==> src/rtl/service_4.sv <==
// Alarm-clock mission service: arm, ring on time match, then the user
// copies NUM_MISSIONS random LED patterns onto the switches to finish.
module service_4 #(
  parameter int          NUM_MISSIONS = 3,
  parameter logic [9:0]  LFSR_SEED    = 10'b1011001110
) (
  input  logic        clk,
  input  logic        resetn,
  input  logic        SPDT4,
  input  logic [9:0]  SPDTs,
  input  logic        push_m,
  input  logic [15:0] current,
  input  logic [15:0] alarm,
  output logic [2:0]  alarm_state,
  output logic [15:0] count_state,
  output logic [9:0]  SPDT_LED,
  output logic        finish4
);

  typedef enum logic [2:0] {
    S0 = 3'b000,
    S1 = 3'b001,
    S2 = 3'b010,
    S3 = 3'b100
  } state_t;

  state_t      state, state_n;
  logic [15:0] count, count_n;
  logic [9:0]  led, led_n;
  logic        fin, fin_n;
  logic [9:0]  lfsr;
  logic        push_q;

  logic        press;
  logic [9:0]  rot;
  logic [9:0]  load;

  assign press = push_m & ~push_q;
  assign rot   = {lfsr[8:0], lfsr[9]};

  // New pattern must always differ from what is currently shown.
  always_comb begin
    load = lfsr;
    if (lfsr == led) begin
      load = rot;
      if (rot == led)
        load = 10'h155;
    end
  end

  always_comb begin
    state_n = state;
    count_n = count;
    led_n   = led;
    fin_n   = fin;
    if (!SPDT4) begin
      state_n = S0;
      count_n = '0;
      led_n   = '0;
      fin_n   = 1'b0;
    end else begin
      unique case (state)
        S0: begin
          led_n = '0;
          if (!fin) begin
            state_n = S1;
            count_n = '0;
          end
        end
        S1: begin
          led_n = '0;
          if (current == alarm) begin
            state_n = S2;
            led_n   = 10'h3FF;
          end
        end
        S2: begin
          led_n = 10'h3FF;
          if (press) begin
            state_n = S3;
            led_n   = load;
          end
        end
        S3: begin
          if (SPDTs == led) begin
            count_n = count + 16'd1;
            if (count_n == 16'(NUM_MISSIONS)) begin
              state_n = S0;
              fin_n   = 1'b1;
              led_n   = '0;
            end else begin
              led_n = load;
            end
          end
        end
        default: state_n = S0;
      endcase
    end
  end

  always_ff @(posedge clk) begin
    if (!resetn) begin
      state  <= S0;
      count  <= '0;
      led    <= '0;
      fin    <= 1'b0;
      lfsr   <= LFSR_SEED;
      push_q <= 1'b0;
    end else begin
      state  <= state_n;
      count  <= count_n;
      led    <= led_n;
      fin    <= fin_n;
      lfsr   <= {lfsr[8:0], lfsr[9] ^ lfsr[6]};
      push_q <= push_m;
    end
  end

  assign alarm_state = state;
  assign count_state = count;
  assign SPDT_LED    = led;
  assign finish4     = fin;

endmodule

==> config.mk <==
export PLATFORM = sky130hd
export DESIGN_NAME = service_4
export DESIGN_NICKNAME = d
export VERILOG_FILES = /design/src/rtl/service_4.sv
export SDC_FILE = /design/constraint.sdc
export NUM_CORES = 1
export LEC_CHECK = 0
export ABC_AREA = 1
export CELL_PAD_IN_SITES_DETAIL_PLACEMENT = 0
export CELL_PAD_IN_SITES_GLOBAL_PLACEMENT = 1
export CORE_AREA = 2 2 124 78
export CTS_CLUSTER_SIZE = 12
export DETAILED_ROUTE_END_ITERATION = 7
export DIE_AREA = 0 0 126 80
export PLACE_DENSITY_LB_ADDON = 0.1
export SLEW_MARGIN = 20
export SYNTH_ARGS = -nofsm -noshare
export SYNTH_HDL_FRONTEND = slang
export SYNTH_SLANG_ARGS = --single-unit
==> constraint.sdc <==
create_clock -name clk -period 2.2 [get_ports clk]
set_input_delay 0.44 -clock clk [delete_from_list [all_inputs] [get_ports clk]]
set_output_delay 0.44 -clock clk [all_outputs]
set_load 0.02 [all_outputs]
==> key figures <==
Clock network
  – CTS buffer count: 5
  – Root buffer selected by CTS: clkbuf_16
  – CTS tree: yes
  – Clock sink count: 41
  – CTS H-tree depth: 2
  – Hold_buf cts: 0
  – Worst skew pair latency: 0.28 ns
  – Clock buffer depth: 2
  – CTS clk-pin slew, worst paths: 0.06 ns

Global routing
  – Largest net degree at the start of global routing: 22
  – Overflow after GRT: 0
  – Vias in the first global route: 2,958
  – First-pass GRT wire length: 15,200 um
  – Gr usage total: 18.8%
  – Initial antenna violation count: 0

Floorplanning
  – Initial core utilization: 33.4%
  – Die area: 0.0101 sq mm
  – FP Rows: 27
  – Die height: 80 um
  – Top Ports: 76
  – Die width: 126 um
  – Core ar.: 0.00892 sq mm

Synth
  – Synth Cell Area: 0.00298 sq mm
  – Register area share after synthesis: 27.6%
  – Distinct cell type count after synthesis: 34
  – Ranking of synthesized cells by area: dfxtp_1 (28%), nand2_1 (16%), nand3_1 (8.7%)
  – Syn_area_per_cell: 6.43 sq um
  – Area leader, netlist: dfxtp_1
  – Post-synth EDFFs: 0
  – Ys async rst share: 0%
  – Top FF cell, synth: dfxtp_1
  – Synthesized net count: 511
  – Syn Inst Count: 463
  – YS warnings: 0
  – Top-area cell type share of the netlist area: 27.6%
  – Seq cells post-synth: 41

Finish
  – Cell area after layout: 0.00437 sq mm
  – Antenna Cells: 0
  – NumNets Final: 622
  – FF+latch area: 828 sq um
  – Area grow syn2layout: 47.0%
  – Final Core Density: 49.0%
  – Footprint of the multi-input gates: 0.00205 sq mm
  – Number of fill cells: 913
  – Share of cells above drive strength 1: 16.9%
  – Fin cells: 689

STA
  – Setup-failing EPs final: 0
  – Max Fclk: 477 MHz
  – Slew headroom: 70.5%
  – Post-Route Skew: 0.00712 ns
  – Min Clock Period, post-route: 2.10 ns
  – Pin slew with the least headroom to its limit: 0.440 ns
  – Hold Fails Final Rpt: 0
  – Max-slew violation count: 0
  – Final worst path period share: 95.3%

Routing
  – Post-route DRC: 0
  – Drt wl/cell: 14.2 um
  – DR iter-0 viols: 200
  – Routed via count: 3,332
  – ANT nets after route: 0
  – DRT Wirelength: 9750 um
  – Drt first pass iters: 5
  – Vias per inst: 4.84

Power and ir drop
  – P_sw: 0.624 mW
  – Clock share of power: 33.8%
  – Peak supply drop: 0.255 mV
  – Leak: 1.76 nW
  – Reg power frac: 39.8%
  – Switch share: 30.5%
  – P per Cell Area: 468 mW/mm^2
  – Tot Pwr: 2.05 mW
  – Gate power share: 26.4%
  – P_int: 1.42 mW

Outcome
  – Status: finished clean

Worst setup path
  – Worst EP arrival: 2.31 ns
  – Critical Path End Type: register
  – Crit-path max FO: 4
  – Worst EP required: 2.41 ns
  – Classification of the worst setup path: in -> reg
  – Worst Setup Start Kind: input port

Place
  – GPL Wtd Cong: 0.860
  – DP HPWL: 7080 um
  – Placed cell area: 0.00403 sq mm
  – IO Port Bufs: 75
  – Placed insts: 674

Hold path
  – Min-Delay Path Class: reg -> reg

Run
  – Maxcap violations: 0
==> Yosys cell counts (3+ instances only) <==
master / n
nor2_1: 37
dfxtp_1: 41
nor2_4: 5
nor2_2: 6
xnor2_1: 23
a21oi_1: 33
nand2_2: 3
nand4_1: 13
clkbuf_1: 5
nor3_1: 6
xor2_1: 13
a21oi_2: 3
nand3_1: 52
or2_2: 4
inv_1: 46
nand2_1: 123
nand3_2: 4
o21ai_0: 24
==> routing by layer <==
metal / track usage, % / wire (um) / vias to the layer above
li1: - / - / 1722
met1: 30.6 / 5600 / 1474
met2: 24.3 / 3480 / 130
met3: 4.36 / 611 / 6
met4: 2.86 / 68 / 0
met5: 0 / 0 / -
==> cells by family after synthesis <==
kind of cell               count (synthesis)  synth area share (%)
buffers and inverters                     60                  8.58
and+or+nand+nor                          261                  41.0
AOI/OAI and AO/OA                         63                  11.4
DFF                                       41                  27.6
adders and majority gates                  2                 0.841
xor gates and xnor gates                  36                  10.6
==> area by class of cell <==
cell class | instances | share of cell area, %
clock inverters | 1 | 0.114
well taps | 116 | 3.32
flip-flops and latches | 41 | 18.9
inverters | 49 | 4.20
repair buffers | 112 | 23.7
clock buffers | 5 | 2.86
multi-input cells | 365 | 46.9
==> repair_timing <==
action	in CTS	in global routing
endpoints found under the hold margin	0	0
setup buffers	0	6
setup endpoints to repair	6	27
cloned	0	3
gates resized for setup	2	41
pin swaps	0	6
==> layout by cell type (no fill, tap or decap), drive strengths merged <==
cell / synthesis / final
nand2: 127 / 129
clkdlybuf4s50: 0 / 75
nand3: 56 / 57
inv: 48 / 48
nor2: 48 / 48
dfxtp: 41 / 41
buf: 4 / 37
a21oi: 37 / 37
o21ai: 26 / 26
xnor2: 23 / 23
nand4: 13 / 13
xor2: 13 / 13
nor3: 6 / 6
or2: 6 / 6
clkbuf: 6 / 5
and2: 2 / 2
nand3b: 2 / 2
clkinv: 1 / 2
ha: 2 / 2
nor3b: 1 / 1
==> worst paths after layout <==
check / startpoint / to / slack (ns) / depth (start not counted)
setup reg to reg: count_state[0] / finish4 / 0.11 / 11
setup / recovery: SPDTs[1] / count_state[7] / 0.10 / 11
hold reg to reg: count_state[15] / count_state[15] / 0.49 / 2
hold / removal: count_state[15] / count_state[15] / 0.49 / 2
==> state kept, by name, indices dropped and copies added, names as in the netlist <==
signal       count
lfsr            10
count_state     16
push_q           1
alarm_state      3
SPDT_LED        10
finish4          1
==> per-stage QoR <==
| step | worst slack (ns) | TNS (ns) | hold slack, ns |
|---|---|---|---|
| 5_1_grt | -0.0132 | -0.0299 | 0.532 |
| 2_1_floorplan | 0.159 | 0 | 0.455 |
| 3_3_place_gp | -0.240 | -4.20 | 0.492 |
| 4_1_cts | 0.0265 | 0 | 0.499 |
| 3_5_place_dp | -0.307 | -5.22 | 0.486 |
| 6_report | 0.103 | 0 | 0.493 |
==> worst max-delay path, stage by stage <==
cell	delay (ns)
clkdlybuf4s50_1	0.43
or2_0	0.20
a21oi_1	0.16
nand4_1	0.20
nor2_4	0.17
nor2_2	0.08
a21oi_4	0.12
buf_4	0.16
buf_6	0.11
nand4_1	0.09
a21oi_1	0.14
==> power by group through the flow <==
stage | clock (mW) | sequential (mW) | combinational, mW
after floorplan | 0 | 0.836 | 0.258
after global routing | 0.747 | 0.819 | 0.592
after CTS | 0.710 | 0.813 | 0.483
after detailed placement | 0 | 0.830 | 0.476
after global placement | 0 | 0.830 | 0.477
final | 0.692 | 0.814 | 0.539
Note: power is estimated with default switching activity, not from simulation.
